### config.mk
export PLATFORM = sky130hd
export DESIGN_NAME = dmem_access_ctrl
export DESIGN_NICKNAME = d
export VERILOG_FILES = /design/src/rtl/dmem_access_ctrl_pkg.sv /design/src/rtl/dmem_access_ctrl_lane.sv /design/src/rtl/dmem_access_ctrl.sv
export SDC_FILE = /design/constraint.sdc
export NUM_CORES = 1
export LEC_CHECK = 0
export CAP_MARGIN = 20
export CORE_MARGIN = 2
export CORE_UTILIZATION = 43
export CTS_CLUSTER_DIAMETER = 120
export DETAILED_ROUTE_END_ITERATION = 6
export PLACE_DENSITY = 0.74
export SETUP_SLACK_MARGIN = 0.3
export SLEW_MARGIN = 20
export SYNTH_ARGS = -nofsm -noshare
export SYNTH_HDL_FRONTEND = slang
export SYNTH_SLANG_ARGS = --single-unit
### constraint.sdc
create_clock -name clock -period 2.7 [get_ports clock]
set_clock_uncertainty 0.2 [all_clocks]
set_input_delay 0.405 -clock clock [delete_from_list [all_inputs] [get_ports clock]]
set_output_delay 0.405 -clock clock [all_outputs]
set_load 0.01 [all_outputs]
### src/rtl/dmem_access_ctrl_pkg.sv
// dmem_access_ctrl_pkg
// Shared definitions for the data-memory access controller:
//   - request size encodings (byte / halfword / word)
//   - controller state enum
//   - WORD_ALIGN_MASK: low byte-address bits that must be zero for a word
//   - normalize_size(): folds the illegal size code 2'b11 onto word
package dmem_access_ctrl_pkg;

  localparam logic [1:0] SZ_BYTE = 2'b00;
  localparam logic [1:0] SZ_HALF = 2'b01;
  localparam logic [1:0] SZ_WORD = 2'b10;

  // Byte-offset bits inside a 32-bit word; memory only ever sees them as zero.
  localparam logic [1:0] WORD_ALIGN_MASK = 2'b11;

  typedef enum logic [2:0] {
    IDLE,
    RD,
    RMW_RD,
    WR,
    RESP
  } state_t;

  // Anything that is not an explicit byte or halfword is handled as a word.
  function automatic logic [1:0] normalize_size(input logic [1:0] size);
    return ((size == SZ_BYTE) || (size == SZ_HALF)) ? size : SZ_WORD;
  endfunction

endpackage

### src/rtl/dmem_access_ctrl_lane.sv
// dmem_lane_unit
// Purely combinational lane logic for the data-memory access controller.
// Ports:
//   size        in  2   normalized access size (byte / half / word)
//   addr_lo     in  2   low byte-address bits of the captured request
//   is_unsigned in  1   1 = zero-extend loads, 0 = sign-extend
//   rd_word     in  32  word read from data memory
//   wr_data     in  32  right-aligned store data
//   load_data   out 32  extracted and extended load result
//   merged_word out 32  rd_word with the addressed lane replaced by wr_data
module dmem_lane_unit
  import dmem_access_ctrl_pkg::*;
(
  input  logic [1:0]  size,
  input  logic [1:0]  addr_lo,
  input  logic        is_unsigned,
  input  logic [31:0] rd_word,
  input  logic [31:0] wr_data,
  output logic [31:0] load_data,
  output logic [31:0] merged_word
);

  logic [4:0]  byte_shift;
  logic [4:0]  half_shift;
  logic [7:0]  byte_lane;
  logic [15:0] half_lane;

  // Little-endian lanes: byte lane n sits at bits 8n+7:8n, and a halfword
  // only looks at addr_lo[1], so an odd halfword address is masked down.
  assign byte_shift = {addr_lo, 3'b000};
  assign half_shift = {addr_lo[1], 4'b0000};
  assign byte_lane  = rd_word[byte_shift +: 8];
  assign half_lane  = rd_word[half_shift +: 16];

  // Extraction/extension for loads and lane merge for stores share the
  // same lane decode; word accesses pass straight through.
  always_comb begin
    load_data   = rd_word;
    merged_word = wr_data;
    case (size)
      SZ_BYTE: begin
        load_data   = {{24{byte_lane[7] & ~is_unsigned}}, byte_lane};
        merged_word = rd_word;
        merged_word[byte_shift +: 8] = wr_data[7:0];
      end
      SZ_HALF: begin
        load_data   = {{16{half_lane[15] & ~is_unsigned}}, half_lane};
        merged_word = rd_word;
        merged_word[half_shift +: 16] = wr_data[15:0];
      end
      default: ;
    endcase
  end

endmodule

### src/rtl/dmem_access_ctrl.sv
// dmem_access_ctrl
// Bridges CPU byte/halfword/word loads and stores onto the word-only data
// memory (dmemory32). Sub-word stores use read-modify-write; sub-word loads
// are extracted and sign/zero-extended. A valid/ready handshake lets the
// pipeline stall while an access is in flight.
//
// Optional build macro: DMEM_ALIGN_CHECK_EN
//   defined   : misaligned halfword/word requests skip memory and return
//               resp_err = 1 after one cycle (load data 0)
//   undefined : resp_err is 0 and misaligned low address bits are masked
//
// Ports:
//   clock, reset_n                  clock, asynchronous active-low reset
//   req_valid/req_ready             CPU request handshake
//   req_write, req_size, req_unsigned, req_addr, req_wdata   request fields
//   resp_valid, resp_rdata, resp_err                          response
//   mem_address, mem_write_data, mem_write, mem_read_data     dmemory32 side
module dmem_access_ctrl
  import dmem_access_ctrl_pkg::*;
#(
  parameter int ADDR_W = 32,
  parameter int DATA_W = 32
) (
  input  logic              clock,
  input  logic              reset_n,
  input  logic              req_valid,
  output logic              req_ready,
  input  logic              req_write,
  input  logic [1:0]        req_size,
  input  logic              req_unsigned,
  input  logic [ADDR_W-1:0] req_addr,
  input  logic [DATA_W-1:0] req_wdata,
  output logic              resp_valid,
  output logic [DATA_W-1:0] resp_rdata,
  output logic              resp_err,
  output logic [ADDR_W-1:0] mem_address,
  output logic [DATA_W-1:0] mem_write_data,
  output logic              mem_write,
  input  logic [DATA_W-1:0] mem_read_data
);

  state_t state_q;
  state_t state_d;

  logic [1:0]        size_n;
  logic              accept;
  logic              misaligned;

  logic [1:0]        addr_lo_q;
  logic [1:0]        size_q;
  logic              unsigned_q;
  logic [DATA_W-1:0] wdata_q;

  logic [DATA_W-1:0] load_data;
  logic [DATA_W-1:0] merged_word;

  assign size_n = normalize_size(req_size);
  assign accept = req_valid && (state_q == IDLE);

`ifdef DMEM_ALIGN_CHECK_EN
  logic err_q;

  assign misaligned = ((size_n == SZ_HALF) && req_addr[0]) ||
                      ((size_n == SZ_WORD) && ((req_addr[1:0] & WORD_ALIGN_MASK) != 2'b00));
  assign resp_err   = (state_q == RESP) && err_q;

  // Error flag belongs to the request in flight and is only shown in RESP.
  always_ff @(posedge clock or negedge reset_n) begin
    if (!reset_n) begin
      err_q <= 1'b0;
    end else if (accept) begin
      err_q <= misaligned;
    end
  end
`else
  assign misaligned = 1'b0;
  assign resp_err   = 1'b0;
`endif

  // State register; reset drops straight back to IDLE, which also kills an
  // in-progress mem_write since the strobe is decoded from the state.
  always_ff @(posedge clock or negedge reset_n) begin
    if (!reset_n) begin
      state_q <= IDLE;
    end else begin
      state_q <= state_d;
    end
  end

  // Next state and the state-decoded handshake / strobe outputs.
  always_comb begin
    state_d    = state_q;
    req_ready  = 1'b0;
    resp_valid = 1'b0;
    mem_write  = 1'b0;
    case (state_q)
      IDLE: begin
        req_ready = 1'b1;
        if (accept) begin
          if (misaligned) begin
            state_d = RESP;
          end else if (!req_write) begin
            state_d = RD;
          end else if (size_n == SZ_WORD) begin
            state_d = WR;
          end else begin
            state_d = RMW_RD;
          end
        end
      end
      RD:      state_d = RESP;
      RMW_RD:  state_d = WR;
      WR: begin
        mem_write = 1'b1;
        state_d   = RESP;
      end
      RESP: begin
        resp_valid = 1'b1;
        state_d    = IDLE;
      end
      default: state_d = IDLE;
    endcase
  end

  // Request capture and memory-side datapath. mem_address is only loaded on
  // a real access, so it holds its last value while idle; the merged word
  // for a sub-word store is formed from the read that RMW_RD sees.
  always_ff @(posedge clock or negedge reset_n) begin
    if (!reset_n) begin
      addr_lo_q      <= 2'b00;
      size_q         <= SZ_BYTE;
      unsigned_q     <= 1'b0;
      wdata_q        <= '0;
      mem_address    <= '0;
      mem_write_data <= '0;
      resp_rdata     <= '0;
    end else begin
      case (state_q)
        IDLE: begin
          if (accept) begin
            addr_lo_q  <= req_addr[1:0];
            size_q     <= size_n;
            unsigned_q <= req_unsigned;
            wdata_q    <= req_wdata;
            if (misaligned) begin
              if (!req_write) begin
                resp_rdata <= '0;
              end
            end else begin
              mem_address <= {req_addr[ADDR_W-1:2], req_addr[1:0] & ~WORD_ALIGN_MASK};
              if (req_write && (size_n == SZ_WORD)) begin
                mem_write_data <= req_wdata;
              end
            end
          end
        end
        RD:      resp_rdata     <= load_data;
        RMW_RD:  mem_write_data <= merged_word;
        default: ;
      endcase
    end
  end

  dmem_lane_unit u_lane (
    .size        (size_q),
    .addr_lo     (addr_lo_q),
    .is_unsigned (unsigned_q),
    .rd_word     (mem_read_data),
    .wr_data     (wdata_q),
    .load_data   (load_data),
    .merged_word (merged_word)
  );

endmodule
Yosys cells after proc, flatten, opt, wreduce, memory -nomap -nowiden
Index checks and enable logic that the tools add are counted.
{ "classes": {"n_bitwise": 3, "reduce_logical": 10, "shift": 6, "addsub": 2, "muxes": 15, "n_eq_ne": 9} }
{ "op_table": {"columns": ["cell", "n"], "rows": [
  ["one-hot mux 32 bit (2 select lines)", 3],
  ["bitwise mux 32 bit", 2],
  ["two-way mux 32 bit", 2],
  ["variable shift 16 x 7 -> 32 bit (first input constant)", 1],
  ["variable shift 8 x 7 -> 32 bit (first input constant)", 1],
  ["indexed part select 16 x 7 -> 32 bit", 1],
  ["indexed part select 32 x 6 -> 16 bit", 1],
  ["indexed part select 32 x 6 -> 8 bit", 1],
  ["indexed part select 8 x 7 -> 32 bit", 1],
  ["negator 5 -> 7 bit", 2],
  ["one-hot mux 3 bit (3 select lines)", 1],
  ["== test 3 x 2 -> 1 bit (second input constant)", 2],
  ["== test 2 x 1 -> 1 bit (second input constant)", 2],
  ["zero test 2 bit", 2],
  ["two-way mux 1 bit", 4],
  ["two-way mux 2 bit", 2],
  ["== test 3 x 1 -> 1 bit (second input constant)", 1],
  ["== test 3 bit (second input constant)", 1],
  ["zero test 3 bit", 1],
  ["two-way mux 3 bit", 1],
  ["AND reduction 3 bit", 1],
  ["bitwise AND 1 bit", 2],
  ["== test 2 bit (second input constant)", 1],
  ["logical AND 1 bit", 2],
  ["7 further kinds", 7]
]} }
{ "totals": {"regBits": 134, "input_bits": 103, "output_inout_bits": 100, "elab_cells": 53} }

Longest topological paths before layout
{ "logic_depth": {"depth_word": 8, "ltp_mapped": 9, "mapped_depth_nobuf": 6} }

Hierarchy
Synthesis repeated with hierarchy kept, for this count alone.
{ "unflattened": {"cells_unflattened": 635, "area_unflattened_um2": 7304.5} }
{ "modules_own_cells": {"columns": ["module", "area_per_inst_um2", "cells_per_inst", "instances"], "rows": [
  ["dmem_access_ctrl", 5328.9, 379, 1],
  ["dmem_lane_unit", 1975.6, 256, 1]
]} }

Least setup slack after synthesis
Ideal clock, no wire load.
{ "synth_path": {"path_type": "register -> register", "start": "reg addr_lo_q[1]", "end": "reg mem_write_data[24]", "slack_ns": 0.097, "synth_period_minus_slack_ns": 2.603, "setup_time_ns": 0.076, "path_stages_with_launch": 9, "path_buffers": 2, "arrival_time_ns": 2.327, "required_time_ns": 2.424, "cell_sequence": "dfrtp_1 buf_2 buf_1 inv_1 ha_1 or3b_2 nor4_4 a211oi_1 o21ai_1"} }
{ "synth_via": {"elab_chain_len": 5, "word_cells_on_any_way": 10, "cone_classes": "2 x add/sub; 4 x shift; 4 x mux"} }
{ "synth_lines": {"columns": ["item", "line_no", "source"], "rows": [
  ["from (decl)", "dmem_access_ctrl.sv:49", "logic [1:0] addr_lo_q;"],
  ["from (signal assigned)", "dmem_access_ctrl.sv:141", "addr_lo_q <= req_addr[1:0];"],
  ["negator 5 -> 7 bit, on equally long branches", "dmem_access_ctrl_lane.sv:49, dmem_access_ctrl_lane.sv:44", null],
  ["indexed part select 16 x 7 -> 32 bit (tied with other cells)", "dmem_access_ctrl_lane.sv:49", "merged_word[half_shift +: 16] = wr_data[15:0];"],
  ["bitwise mux 32 bit, on equally long branches", "dmem_access_ctrl_lane.sv:49, dmem_access_ctrl_lane.sv:44", null],
  ["one-hot mux 32 bit (2 select lines) *", "dmem_access_ctrl_lane.sv:40", "case (size)"],
  ["one-hot mux 32 bit (2 select lines) *", "dmem_access_ctrl.sv:138", "case (state_q)"],
  ["to (signal assigned)", "dmem_access_ctrl.sv:152", "mem_write_data <= req_wdata;"],
  ["to (signal assigned)", "dmem_access_ctrl.sv:158", "RMW_RD: mem_write_data <= merged_word;"],
  ["to (decl)", "dmem_access_ctrl.sv:37", "output logic [DATA_W-1:0] mem_write_data,"]
]} }
Every way passes the cells marked *; elsewhere a longest branch is shown, timed or not.
A chain may end at the register's enable or synchronous reset.

Worst setup path after layout
{ "layout_path": {"start": "reg state_q[1]", "end": "out resp_valid"} }
{ "layout_via": {"elab_chain_len": 2} }
{ "layout_lines": {"columns": ["item", "line_no", "source"], "rows": [
  ["from (decl)", "dmem_access_ctrl.sv:42", "state_t state_q;"],
  ["from (signal assigned)", "dmem_access_ctrl.sv:86", "state_q <= state_d;"],
  ["== test 3 bit", "dmem_access_ctrl.sv:96", "case (state_q)"],
  ["two-way mux 1 bit", "dmem_access_ctrl.sv:96", null],
  ["to (decl)", "dmem_access_ctrl.sv:33", "output logic resp_valid,"]
]} }
Every way passes these cells.

==> results.ini <==
[run_status]
status=finished, final reports clean

[layout]
layout-drive-gt1-share=0.219
finalNonFillerCells=1073
final_util=0.617
seq_area_um2=3360
synthToLayoutAreaGrowth_pct=42.2
finalInstanceArea_um2=9700
antenna_cells=0
fillers=1265
layout_common_cells=clkdlybuf4s50_1 (198), dfrtp_1 (129), mux2_2 (72)
num-nets-final=952
mostFrequentLayoutCell=clkdlybuf4s50_1
multiInputGateArea_um2=3220

[global_routing]
grt_pass1_wl_um=34600
antenna_found_initial=0
grt-ovfl-total=0
grt.total_usage=0.272
grt_pass1_vias=6277
grt_max_degree=52

[floorplanning]
dieWidth_um=130
rows=46
num_io_pins=203
core_um2=15700
dieArea_um2=16900
die_y_um=130
start_util=0.434

[setup_path]
crit_path_max_incr_delay_ns=0.58
start_kind=flip-flop
crit_family=buffers and inverters
cp-end-kind=primary output
path_class=reg -> out
path_max_fanout=10
required_ns=2.10
critical_path_arrival_ns=1.72
path_depth=2
regToRegSetupSlack_ns=0.41
reg2reg_depth=6
cp_cell_sequence=nor3b_1 -> clkdlybuf4s50_1
path_buf_inv=1
slowest_stage=clkdlybuf4s50_1

[yosys]
yosysWarnings=0
postSynthCellCount=655
synth_area_leader_cell=dfrtp_1
ys_seq_elements=134
synth_edf_count=0
ys_types=41
async_reset_ff_frac=1.00
synth.cell_area_um2=6820
synth_seq_area_share=0.492
avgSynthCellArea_um2=10.4
synth_flop_cell=dfrtp_1
synth_top_area_share=0.492
synth_area_leaders=dfrtp_1 (49%), mux2_2 (12%), o21ai_0 (3.7%), nand3_1 (3.5%), nand2_1 (3.5%)

[clock_tree]
cts_tree=built
numCtsBuffers=17
clockBufferDepth=2
clockRootBuffer=clkbuf_16
clk_latency_ns=0.43
htreeDepth=4
cts.sinks=134
clkTransAtPathRegs_ns=0.06

[sta]
fin_crit_ns=2.32
finalSetupViolCount=0
maxSlewViolCount=0
relSlewSlack=0.481
worst_pin_slew_ns=0.779
rsz0062_at_grt=false
setup_tns_ns=0
finalHoldViolations=0
fin_crit_sh=0.860
max_freq_mhz=431

[placed_design]
dp.cells=1036
gp_congestion=0.903
place_area_um2=9060
dpl.hpwl_um=16000
io_buffers=199

[min_path]
holdPathStages=2
min_path_type=reg -> reg

[routing]
drt_pre_antenna_iters=5
ant_nets=0
routed_wl_um=22400
dr.first_iter.drc_count=411
drc_errors=0
vias=6247
vias_per_cell=5.82
detail_route.wl_per_cell_um=20.9

[job]
drv_cap=0

[power_and_ir_drop]
powerDensity_nw_per_um2=1260
p_leak_nw=3.86
vdd_ir_drop_max_uv=804
power.total_mw=12.2

[logic make-up after synthesis]
family	share of synthesized area
simple gates	0.172
compound gates	0.160
flops	0.492
mux	0.123
buf+inv	0.0431
fa+ha+maj	0.00918
other cells	0.000550
[through the flow]
step | worst slack (ns) | hold slack [ns]
global placement | 0.164 | 0.268
floorplan | 0.309 | -0.0906
detailed placement | 0.0424 | 0.277
finish | 0.379 | 0.287
CTS | 0.334 | 0.290
global route | 0.302 | 0.315
[registers in the layout (all words and copies together) (netlist names)]
signal / cells
addr_lo_q: 2
mem_address: 30
mem_write_data: 32
resp_rdata: 32
size_q: 2
state_q: 3
unsigned_q: 1
wdata_q: 32
[worst min-delay path: cells and delay by family (launching register included)]
kind             cells  cell delay [ns]
AND/OR/NAND/NOR      1             0.05
AO/OA/AOI/OAI        1             0.06
flip-flops           1             0.34
[cell usage after synthesis, types with 10 or more instances]
library cell  number
mux2_2            72
nand2_1           64
a21oi_1           28
dfrtp_1          134
nand3b_1          10
o21ai_1           13
or3b_2            17
a221o_1           16
clkbuf_1          33
nand3_1           48
nor3_1            19
nor2_1            13
buf_2             16
o21ai_0           50
a221oi_1          16
a211oi_1          25
[report_power, final]
part / switching, mW / internal (mW) / leakage [nW]
Combinational: 3.02 / 3.10 / 2.00
Clock: 0.887 / 1.30 / 0.270
Sequential: 0.844 / 3.05 / 1.59
Total: 4.75 / 7.45 / 3.86
[worst paths after layout]
check                                                    start                              to
worst max register to register          state_q[2]$_DFFE_PN0P_  mem_write_data[23]$_DFFE_PN0P_
worst min register to register  mem_write_data[16]$_DFFE_PN0P_  mem_write_data[16]$_DFFE_PN0P_
worst max-delay path                    state_q[1]$_DFFE_PN0P_                      resp_valid
max in group asynchronous                              reset_n  mem_write_data[10]$_DFFE_PN0P_
worst min-delay path            mem_write_data[16]$_DFFE_PN0P_  mem_write_data[16]$_DFFE_PN0P_
min in group asynchronous                              reset_n      resp_rdata[29]$_DFFE_PN0N_
[cell type report]
| cell class | count | share of cell area |
|---|---|---|
| clock buffers | 19 | 0.0467 |
| clock inverters | 13 | 0.0111 |
| inverters | 3 | 0.00116 |
| multi-input cells | 458 | 0.332 |
| flip-flops and latches | 134 | 0.346 |
| well taps | 216 | 0.0279 |
| repair buffers | 230 | 0.235 |
[timing repair]
action                                  in CTS  in global routing
resized for setup                            6                  7
pin swaps                                    1                  1
hold buffers                                 1                  0
endpoints found under the setup margin      27                 37
endpoints found under the hold margin       48                  0
setup buffers                                4                  0
[per-layer routing]
| layer | vias up | track usage | routed length, um |
|---|---|---|---|
| met5 | - | 0 | 0 |
| met4 | 0 | 0.121 | 804 |
| met3 | 58 | 0.0812 | 1890 |
| met2 | 324 | 0.424 | 10400 |
| met1 | 3057 | 0.352 | 9240 |
| li1 | 2808 | - | - |
Note: power is estimated with default switching activity, not from simulation.
